--- src/rtl/vdma_fbuf_pkg.sv ---
// Shared types and helpers for the VDMA triple-buffer base-address scheduler.
package vdma_fbuf_pkg;

    localparam int unsigned NBUF = 3;

    typedef logic [1:0] fbuf_idx_t;

    // Lowest buffer index that is neither a nor b.
    function automatic fbuf_idx_t fbuf_pick_free(fbuf_idx_t a, fbuf_idx_t b);
        fbuf_idx_t r;
        r = 2'd0;
        for (int i = int'(NBUF) - 1; i >= 0; i--) begin
            if (2'(i) != a && 2'(i) != b) begin
                r = 2'(i);
            end
        end
        return r;
    endfunction

endpackage

--- src/rtl/vdma_fbuf_ch_sched.sv ---
// One channel of the triple-buffer scheduler: buffer ownership and registered base addresses.
// Optional FBUF_REPEAT_CNT_EN exposes a repeat-frame strobe for the top-level counter.
module vdma_fbuf_ch_sched
    import vdma_fbuf_pkg::*;
#(
    parameter int unsigned ASIZE      = 29,
    parameter int unsigned FRAME_STEP = 180 * 8 * 1080
) (
    input  logic             clk,
    input  logic             rst,
    input  logic             enable,
    input  logic [ASIZE-1:0] region_base,
    input  logic             wr_start,
    input  logic             rd_start,
`ifdef FBUF_REPEAT_CNT_EN
    output logic             rd_repeat_c,
`endif
    output logic [ASIZE-1:0] wr_addr,
    output logic [ASIZE-1:0] rd_addr,
    output logic             new_frame
);

    localparam logic [ASIZE-1:0] STEP1 = ASIZE'(FRAME_STEP);
    localparam logic [ASIZE-1:0] STEP2 = ASIZE'(2 * FRAME_STEP);

    function automatic logic [ASIZE-1:0] buf_offset(fbuf_idx_t idx);
        case (idx)
            2'd1:    return STEP1;
            2'd2:    return STEP2;
            default: return '0;
        endcase
    endfunction

    fbuf_idx_t        wr_idx_q, wr_idx_d, rd_idx_q, rd_idx_d, done_idx_q, done_idx_d;
    logic             done_valid_q, done_valid_d;
    logic [ASIZE-1:0] base_wr_q, base_wr_d, base_rd_q, base_rd_d;
    logic [ASIZE-1:0] wr_addr_q, wr_addr_d, rd_addr_q, rd_addr_d;
    logic             new_frame_q, new_frame_d;

    // Read side resolves first so the writer avoids the buffer the reader is about to own.
    always_comb begin
        wr_idx_d     = wr_idx_q;
        rd_idx_d     = rd_idx_q;
        done_idx_d   = done_idx_q;
        done_valid_d = done_valid_q;
        base_wr_d    = base_wr_q;
        base_rd_d    = base_rd_q;
        new_frame_d  = 1'b0;
        if (!enable) begin
            wr_idx_d     = 2'd0;
            rd_idx_d     = 2'd0;
            done_valid_d = 1'b0;
            base_wr_d    = region_base;
            base_rd_d    = region_base;
        end else begin
            if (rd_start) begin
                base_rd_d = region_base;
                if (wr_start) begin
                    rd_idx_d     = wr_idx_q;
                    done_valid_d = 1'b0;
                    new_frame_d  = 1'b1;
                end else if (done_valid_q) begin
                    rd_idx_d     = done_idx_q;
                    done_valid_d = 1'b0;
                    new_frame_d  = 1'b1;
                end
            end
            if (wr_start) begin
                base_wr_d  = region_base;
                done_idx_d = wr_idx_q;
                wr_idx_d   = fbuf_pick_free(wr_idx_q, rd_idx_d);
                if (!rd_start) begin
                    done_valid_d = 1'b1;
                end
            end
        end
        wr_addr_d = base_wr_d + buf_offset(wr_idx_d);
        rd_addr_d = base_rd_d + buf_offset(rd_idx_d);
    end

    always_ff @(posedge clk) begin
        if (rst) begin
            wr_idx_q     <= 2'd0;
            rd_idx_q     <= 2'd0;
            done_idx_q   <= 2'd0;
            done_valid_q <= 1'b0;
            base_wr_q    <= '0;
            base_rd_q    <= '0;
            wr_addr_q    <= '0;
            rd_addr_q    <= '0;
            new_frame_q  <= 1'b0;
        end else begin
            wr_idx_q     <= wr_idx_d;
            rd_idx_q     <= rd_idx_d;
            done_idx_q   <= done_idx_d;
            done_valid_q <= done_valid_d;
            base_wr_q    <= base_wr_d;
            base_rd_q    <= base_rd_d;
            wr_addr_q    <= wr_addr_d;
            rd_addr_q    <= rd_addr_d;
            new_frame_q  <= new_frame_d;
        end
    end

`ifdef FBUF_REPEAT_CNT_EN
    // A read start with no completed frame pending re-reads the current buffer.
    assign rd_repeat_c = enable & rd_start & ~wr_start & ~done_valid_q;
`endif

    assign wr_addr   = wr_addr_q;
    assign rd_addr   = rd_addr_q;
    assign new_frame = new_frame_q;

endmodule

--- src/rtl/vdma_fbuf_baseaddr_sched.sv ---
// Per-channel triple-buffer scheduler feeding the multiport VDMA base-address inputs.
// Define FBUF_REPEAT_CNT_EN to add the per-channel saturating rd_repeat_cnt outputs.
module vdma_fbuf_baseaddr_sched
    import vdma_fbuf_pkg::*;
#(
    parameter int unsigned ASIZE      = 29,
    parameter int unsigned NCH        = 8,
    parameter int unsigned FRAME_STEP = 180 * 8 * 1080
) (
    input  logic             axi_aclk,
    input  logic             axi_reset,
    input  logic [NCH-1:0]   ch_enable,
    input  logic [ASIZE-1:0] ch_region_base [NCH],
    input  logic [NCH-1:0]   wr_frame_start,
    input  logic [NCH-1:0]   rd_frame_start,
`ifdef FBUF_REPEAT_CNT_EN
    output logic [15:0]      rd_repeat_cnt  [NCH],
`endif
    output logic [ASIZE-1:0] wr_baseaddr    [NCH],
    output logic [ASIZE-1:0] rd_baseaddr    [NCH],
    output logic [NCH-1:0]   rd_new_frame
);

`ifdef FBUF_REPEAT_CNT_EN
    logic [NCH-1:0] rd_repeat_c;
    logic [15:0]    repeat_cnt_q [NCH];
    logic [15:0]    repeat_cnt_d [NCH];
`endif

    for (genvar g = 0; g < int'(NCH); g++) begin : g_ch
        vdma_fbuf_ch_sched #(
            .ASIZE      (ASIZE),
            .FRAME_STEP (FRAME_STEP)
        ) u_ch (
            .clk         (axi_aclk),
            .rst         (axi_reset),
            .enable      (ch_enable[g]),
            .region_base (ch_region_base[g]),
            .wr_start    (wr_frame_start[g]),
            .rd_start    (rd_frame_start[g]),
`ifdef FBUF_REPEAT_CNT_EN
            .rd_repeat_c (rd_repeat_c[g]),
`endif
            .wr_addr     (wr_baseaddr[g]),
            .rd_addr     (rd_baseaddr[g]),
            .new_frame   (rd_new_frame[g])
        );
    end

`ifdef FBUF_REPEAT_CNT_EN
    // Saturating repeat-frame counters, cleared while the channel is parked.
    always_comb begin
        for (int i = 0; i < int'(NCH); i++) begin
            repeat_cnt_d[i] = repeat_cnt_q[i];
            if (!ch_enable[i]) begin
                repeat_cnt_d[i] = 16'd0;
            end else if (rd_repeat_c[i] && repeat_cnt_q[i] != 16'hFFFF) begin
                repeat_cnt_d[i] = repeat_cnt_q[i] + 16'd1;
            end
        end
    end

    always_ff @(posedge axi_aclk) begin
        for (int i = 0; i < int'(NCH); i++) begin
            if (axi_reset) begin
                repeat_cnt_q[i] <= 16'd0;
            end else begin
                repeat_cnt_q[i] <= repeat_cnt_d[i];
            end
        end
    end

    assign rd_repeat_cnt = repeat_cnt_q;
`endif

endmodule
--- config.mk ---
export PLATFORM = sky130hd
export DESIGN_NAME = vdma_fbuf_baseaddr_sched
export DESIGN_NICKNAME = d
export VERILOG_FILES = /design/src/rtl/vdma_fbuf_pkg.sv /design/src/rtl/vdma_fbuf_ch_sched.sv /design/src/rtl/vdma_fbuf_baseaddr_sched.sv
export SDC_FILE = /design/constraint.sdc
export NUM_CORES = 2
export LEC_CHECK = 0
export ABC_AREA = 1
export CAP_MARGIN = 10
export CORE_MARGIN = 2
export CORE_UTILIZATION = 55
export CTS_CLUSTER_SIZE = 14
export DETAILED_ROUTE_END_ITERATION = 10
export HOLD_SLACK_MARGIN = 0.02
export PLACE_DENSITY = 0.85
export SLEW_MARGIN = 0
export SYNTH_ARGS = -nofsm -noshare
export SYNTH_HDL_FRONTEND = slang
export SYNTH_SLANG_ARGS = --single-unit
--- constraint.sdc ---
create_clock -name axi_aclk -period 5.4 [get_ports axi_aclk]
set_clock_uncertainty 0.1 [all_clocks]
set_input_delay 0.81 -clock axi_aclk [delete_from_list [all_inputs] [get_ports axi_aclk]]
set_output_delay 0.81 -clock axi_aclk [all_outputs]
set_load 0.02 [all_outputs]
**Word level (Yosys, flattened, before mapping)**

Cells that the tools add are included.

- Register bits: 992
- Input port bits: 258

- Bitwise logic cells: 16
- Muxes and demuxes: 168
- Reduce and logical (&&, ||, !) cells: 64
- Eq/ne operators: 64
- Add/sub/neg operators: 16

Operators with widths:

| kind | count |
|---|---|
| $mux 29 | 32 |
| $pmux 22 s2 | 16 |
| $add 29x22->29 | 16 |
| $mux 2 | 80 |
| $mux 1 | 40 |
| $eq 2x1->1 const B | 16 |
| $eq 2x2->1 const B | 16 |
| $ne 1x2->1 const A | 16 |
| $ne 2x2->1 const A | 16 |
| $reduce_bool 2->1 | 16 |
| $logic_and 1x1->1 | 24 |
| $reduce_or 3->1 | 8 |
| $not 1->1 | 16 |
| $reduce_and 2->1 | 8 |
| $reduce_or 2->1 | 8 |

**Depth between registers and ports, before layout**

- Word-level depth: 14
- Depth in mapped cells: 25
- Depth with buffers taken out: 25

**By module**

Synthesis repeated with hierarchy kept, for this count alone.

- Cells, all modules: 6,892
- Area, all modules: 46,106.7 µm²

Modules (own cells, without submodules):

| module | cells an instance | seq. area each (µm²) | area an instance (µm²) | instances |
|---|---|---|---|---|
| vdma_fbuf_ch_sched (g_ch[1].u_ch ...) | 874 | 2,162.1 | 5,780.5 | 3 |
| vdma_fbuf_ch_sched (g_ch[6].u_ch) | 870 | 2,162.1 | 5,796.8 | 1 |
| vdma_fbuf_ch_sched (g_ch[4].u_ch) | 872 | 2,162.1 | 5,785.5 | 1 |
| vdma_fbuf_ch_sched (g_ch[0].u_ch) | 867 | 2,162.1 | 5,769.3 | 1 |
| vdma_fbuf_ch_sched (g_ch[5].u_ch) | 869 | 2,162.1 | 5,763.0 | 1 |
| vdma_fbuf_ch_sched (g_ch[7].u_ch) | 792 | 2,162.1 | 5,650.4 | 1 |

**Worst setup path before layout**

OpenSTA, ideal clock, no wires.

- Kind: input to register
- Start point: input port wr_frame_start[2]
- End point: register g_ch[2].u_ch.wr_addr_q[26]
- Stages: 21
- Arrival time: 3.701 ns
- Buffers on the path: 0
- Library setup time: 0.110 ns
- Slack: 1.489 ns
- Path through: nor2_1 nor2_1 o21ai_0 inv_1 a22oi_1 nor2_1 nand2_1 nand2_1 inv_1 ha_1 ha_1 inv_1 fa_1 nand3b_1 nand2_1 a21oi_1 o21ai_0 nand3_1 xor2_1 nand2_1 inv_1

- Longest elaborated chain between the ends: 13
- Elaborated cells between the ends (all ways): 20
- Classes of those cells: 1 x add/sub; 4 x eq/ne; 11 x mux; 4 x reduce/logical

RTL lines:

| element | line | source |
|---|---|---|
| from (decl) | vdma_fbuf_baseaddr_sched.sv:14 | `input logic [NCH-1:0] wr_frame_start,` |
| $mux 2 | vdma_fbuf_ch_sched.sv:58 | `if (wr_start) begin` |
| $mux 2 | vdma_fbuf_ch_sched.sv:56 | `if (rd_start) begin` |
| $mux 2 | vdma_fbuf_ch_sched.sv:49 | `if (!enable) begin` |
| $ne 2x2->1 | vdma_fbuf_pkg.sv:13 | `if (2'(i) != a && 2'(i) != b) begin` |
| $logic_and 1x1->1 | vdma_fbuf_pkg.sv:13 |  |
| $mux 2 (3 in a row) | vdma_fbuf_pkg.sv:13 |  |
| $mux 2 * | vdma_fbuf_ch_sched.sv:68 | `if (wr_start) begin` |
| $mux 2 * | vdma_fbuf_ch_sched.sv:49 |  |
| via g_ch[2].u_ch.wr_idx_d[1] | vdma_fbuf_ch_sched.sv:34 | `fbuf_idx_t wr_idx_q, wr_idx_d, rd_idx_q, rd_idx_d, done_idx_q, done_idx_d;` |
| $eq 2x2->1 or $eq 2x1->1 (tied branches) | vdma_fbuf_ch_sched.sv:27 | `case (idx)` |
| $pmux 22 s2 * | vdma_fbuf_ch_sched.sv:27 |  |
| $add 29x22->29 * | vdma_fbuf_ch_sched.sv:77 | `wr_addr_d = base_wr_d + buf_offset(wr_idx_d);` |
| to (signal assigned) | vdma_fbuf_ch_sched.sv:99 | `wr_addr_q <= wr_addr_d;` |
| to (decl) | vdma_fbuf_ch_sched.sv:37 | `logic [ASIZE-1:0] wr_addr_q, wr_addr_d, rd_addr_q, rd_addr_d;` |

Mark *: on every way through the listed nets, which the timed path passes. The rest lies on a longest branch. The select of a mux whose other input is x is not followed.
A chain may end at the register's enable or synchronous reset.

**Final worst setup path**

- Start point: input port wr_frame_start[2]
- End point: register g_ch[2].u_ch.wr_addr_q[27]

- Elaborated cells between the ends (all ways): 20
- Classes of those cells: 1 x add/sub; 4 x eq/ne; 11 x mux; 4 x reduce/logical

RTL lines:

| element | line |
|---|---|
| $mux 2 | vdma_fbuf_ch_sched.sv:58 |
| $mux 2 | vdma_fbuf_ch_sched.sv:56 |
| $mux 2 | vdma_fbuf_ch_sched.sv:49 |
| $ne 1x2->1 | vdma_fbuf_pkg.sv:13 |
| $logic_and 1x1->1 | vdma_fbuf_pkg.sv:13 |
| $mux 2 (2 in a row) | vdma_fbuf_pkg.sv:13 |
| $mux 2 * | vdma_fbuf_ch_sched.sv:68 |
| $mux 2 * | vdma_fbuf_ch_sched.sv:49 |
| via g_ch[2].u_ch.wr_idx_d[0] | vdma_fbuf_ch_sched.sv:34 |
| $eq 2x2->1 or $eq 2x1->1 (tied branches) | vdma_fbuf_ch_sched.sv:27 |
| $pmux 22 s2 * | vdma_fbuf_ch_sched.sv:27 |
| $add 29x22->29 * | vdma_fbuf_ch_sched.sv:77 |

Marked as above.

==> metrics.log <==
[metrics] Syn Area/Cell: 7.042 um^2
[metrics] terminus of the critical flop-to-flop path: g_ch[2].u_ch.wr_addr[27]
[metrics] overall power of the completed layout: 18.44 mW
[metrics] Synth Cell Area: 42400 um^2
[metrics] Post-Route Setup TNS: 0 ns
[metrics] Max-Cap Viols: 0
[metrics] number of buffers inserted by hold repair at cts: 0
[metrics] worst hold path class: reg2reg
[metrics] largest area contributor in the netlist: sky130_fd_sc_hd__dfxtp_1
[metrics] number of design rule violations left after detail routing: 0
[metrics] cell mode on critical path: sky130_fd_sc_hd__nand2_1
[metrics] Initial Util: 55.74%
[metrics] detailed-route wire length: 129.4 mm
[metrics] worst-case hold path end point: g_ch[7].u_ch.done_idx_q[1]
[metrics] number of DRC markers in iteration 0: 3302
[metrics] status: finished clean
[metrics] category of the most critical setup path: in2reg
[metrics] post-synthesis cell count: 6021
[metrics] post-CTS clock slew at the launch and capture registers of the worst setup and hold paths: 0.06 ns
[metrics] Min Clock Period, post-route: 4.396 ns
[metrics] startpoint types: input port
[metrics] cell class contributing the biggest share of worst-path delay: simple AND/OR/NAND/NOR gates
[metrics] Max-slew headroom: 29.70%
[metrics] worst ir drop on vdd: 0.0003443 V
[metrics] Worst-Margin Slew: 1.055 ns
[metrics] maximum cell stage delay along the critical path: 0.48 ns
[metrics] largest net degree at the start of global routing: 181
[metrics] via/cell ratio: 5.297
[metrics] Inserted Clock Buffers: 91
[metrics] I/O pin cnt: 730
[metrics] core region area: 76080 um^2
[metrics] unrepaired setup endpoints after global routing: false
[metrics] critical path required time: 5.85 ns
[metrics] startpoint of the worst register-to-register path: g_ch[2].u_ch.done_valid_q
[metrics] antenna violations before repair: 14
[metrics] net count reported at finish: 7090
[metrics] highest-delay cell along the critical path: sky130_fd_sc_hd__clkdlybuf4s50_1
[metrics] number of enable flip-flop cells after synthesis: 0
[metrics] final antenna-violating net count: 0
[metrics] wire length of the first global-routing pass: 200.7 mm
[metrics] Die H: 281.7 um
[metrics] std cell rows: 101
[metrics] commonest cells in the netlist: sky130_fd_sc_hd__nand2_1, sky130_fd_sc_hd__nor2_1, sky130_fd_sc_hd__dfxtp_1, sky130_fd_sc_hd__inv_1, sky130_fd_sc_hd__o21ai_0
[metrics] fraction of layout cells with a size suffix above 1: 3.496%
[metrics] final hold vios: 0
[metrics] async set or reset register ratio after synthesis: 0%
[metrics] number of search-and-repair iterations in the first detailed-routing pass: 5
[metrics] post-route fraction of the period consumed by the critical path: 81.40%
[metrics] count of state elements after synthesis: 864
[metrics] RePlAce Congestion: 0.9494
[metrics] Min-Delay Path Depth: 2
[metrics] most instantiated library cell after synthesis: sky130_fd_sc_hd__nand2_1
[metrics] via count of the routed design: 40656
[metrics] count of cells along the worst register-to-register path: 20
[metrics] Die Footprint: 79330 um^2
[metrics] CP max FO: 6
[metrics] routed length per instance: 16.86 um
[metrics] ratio of total power to cell area: 349.8 nW/um^2
[metrics] critical path endpoint category: flop
[metrics] clock tree from TritonCTS: built
[metrics] clk sink count: 864
[metrics] dominant synthesized flop cell: sky130_fd_sc_hd__dfxtp_1
[metrics] fill cell count: 6352
[metrics] slack of the worst reg-to-reg path: 1.37 ns
[metrics] share of Yosys cell area claimed by the top area cell type: 40.79%
[metrics] H-tree levels: 3
[metrics] max-slew violation count: 0
[metrics] area added between synthesis and finish: 24.34%
[metrics] Post-Syn Nets: 6548
[metrics] die span in x: 281.7 um
[metrics] multi-input logic area: 20300 um^2
[metrics] CTS Root Cell: sky130_fd_sc_hd__clkbuf_16
[metrics] largest cells by area after synthesis: sky130_fd_sc_hd__dfxtp_1, sky130_fd_sc_hd__nand2_1, sky130_fd_sc_hd__o21ai_0
[metrics] post_cts resized: 0
[metrics] arrival time of the worst setup path: 4.85 ns
[metrics] portion of the post-synthesis area used by sequential elements: 40.79%
[metrics] buffer levels on the longest clock path: 3
[metrics] PortBufs: 729
[metrics] insertion delay to the later sink of the worst-skew pair: 0.66 ns
[metrics] Max Clk Rate: 227.5 MHz
[metrics] sequential standard cell area: 17300 um^2
[metrics] CP Buf/Inv Count: 3
[metrics] global route overflow: 0
[metrics] total routing resource utilization after global routing: 31.62%
[metrics] series of cell instances along the critical path: clkdlybuf4s50_1 > nor2_1 > nor2_1 > o21ai_0 > a22oi_1 > nor2_1 > nand2_1 > nand2_1 > inv_1 > ha_1 > inv_1 > ha_1 > nand2_1 > o21ai_1 > nor2_1 > o21ai_0 > nand3_1 > nand2_1 > nand2_1 > nand2_1 > o21ai_0
[metrics] worst min-delay path startpoint: g_ch[7].u_ch.done_idx_q[1]
[metrics] buffer count from post-CTS setup fixing: 0
[metrics] post-synth cell types: 44
[metrics] via count of the first global-routing pass: 38312
[metrics] post-detailed-placement half-perimeter wirelength: 97.66 mm
[metrics] endpoints failing setup: 0
[metrics] warnings from Yosys: 0
[metrics] cell leakage power: 25.36 nW
logic make-up after synthesis:
group / synth area share, %
fa+ha+maj: 8.221
xor+xnor: 0.3718
compound gates: 17.03
buf+inv: 11.32
simple gates: 22.26
flops: 40.79
cell usage in the layout (no fill, tap or decap), types with 13 or more instances in the layout:
cell / n
sky130_fd_sc_hd__clkinv_2: 13
sky130_fd_sc_hd__clkbuf_16: 93
sky130_fd_sc_hd__a21o_1: 27
sky130_fd_sc_hd__dfxtp_1: 864
sky130_fd_sc_hd__nand3_1: 146
sky130_fd_sc_hd__nor3_1: 60
sky130_fd_sc_hd__inv_1: 790
sky130_fd_sc_hd__fa_1: 16
sky130_fd_sc_hd__ha_1: 253
sky130_fd_sc_hd__o21ai_1: 39
sky130_fd_sc_hd__buf_4: 33
sky130_fd_sc_hd__clkdlybuf4s50_1: 728
sky130_fd_sc_hd__a21boi_0: 13
sky130_fd_sc_hd__nor2_1: 1001
sky130_fd_sc_hd__clkbuf_8: 22
sky130_fd_sc_hd__nand2_1: 1094
sky130_fd_sc_hd__nand2_2: 14
sky130_fd_sc_hd__o21ai_0: 763
sky130_fd_sc_hd__nand4_1: 21
sky130_fd_sc_hd__a21oi_1: 424
sky130_fd_sc_hd__o21a_1: 53
report_power, final:
group          internal [mW]  switching (mW)  total (mW)  leakage [nW]
logic                   1.77            2.85        4.62          16.6
clock network           3.87            2.72        6.58          1.55
registers               7.00           0.238        7.23          7.19
layer usage:
layer  track usage, %  vias to the layer above  share of wire (%)
met3            6.646                      313                7.8
met4            15.82                       12                5.1
met1            38.53                    18533                 41
li1                 -                    20246                  -
met5                0                        -              0.056
met2            52.91                     1552                 46
worst min-delay path, cell delays in order, from the launching register on:
cell and delay (ns):
sky130_fd_sc_hd__dfxtp_1 0.31, sky130_fd_sc_hd__nand2_1 0.06, sky130_fd_sc_hd__a21oi_1 0.05
sequential cells by signal (all words and copies together), names as in the netlist:
register,count
g_ch.u_ch.rd_idx_q,16
g_ch.u_ch.base_wr_q,168
g_ch.u_ch.base_rd_q,168
g_ch.u_ch.wr_addr,232
g_ch.u_ch.done_idx_q,16
g_ch.u_ch.rd_addr,232
g_ch.u_ch.done_valid_q,8
g_ch.u_ch.new_frame,8
g_ch.u_ch.wr_idx_q,16
cell type report:
cell class,count,area share [%]
diodes,9,0.04272
clock buffers,126,5.067
clock inverters,40,0.9897
inverters,804,5.739
multi-input cells,4038,38.51
flip-flops and latches,864,32.81
well taps,1030,2.445
repair buffers,764,14.40
how the worst max path moves through the flow:
stage | start | end | slack (ns) | cells past startpoint
2_1_floorplan | wr_frame_start[2] | g_ch[2].u_ch.wr_addr[26] | 1.49 | 21
3_3_place_gp | ch_enable[1] | g_ch[1].u_ch.wr_addr[28] | 0.60 | 18
3_5_place_dp | wr_frame_start[6] | g_ch[6].u_ch.wr_addr[28] | 0.47 | 22
4_1_cts | wr_frame_start[2] | g_ch[2].u_ch.wr_addr[27] | 1.09 | 21
5_1_grt | wr_frame_start[6] | g_ch[6].u_ch.wr_addr[28] | 0.48 | 23
6_report | wr_frame_start[2] | g_ch[2].u_ch.wr_addr[27] | 1.00 | 21
stage by stage:
step | hold WS, ns | setup WS (ns) | util (%) | instances | cell area [um^2]
2_1_floorplan | 0.3408 | 1.489 | - | 6021 | 42400
3_3_place_gp | 0.3570 | 0.5970 | 65.07 | 7500 | 49500
3_5_place_dp | 0.3677 | 0.4716 | 65.07 | 7500 | 49500
4_1_cts | 0.3766 | 1.091 | 69.27 | 7666 | 52700
5_1_grt | 0.3985 | 0.4840 | 69.29 | 7671 | 52710
6_report | 0.3764 | 1.004 | 69.30 | 7675 | 52720
(Power assumes the default switching activity.)
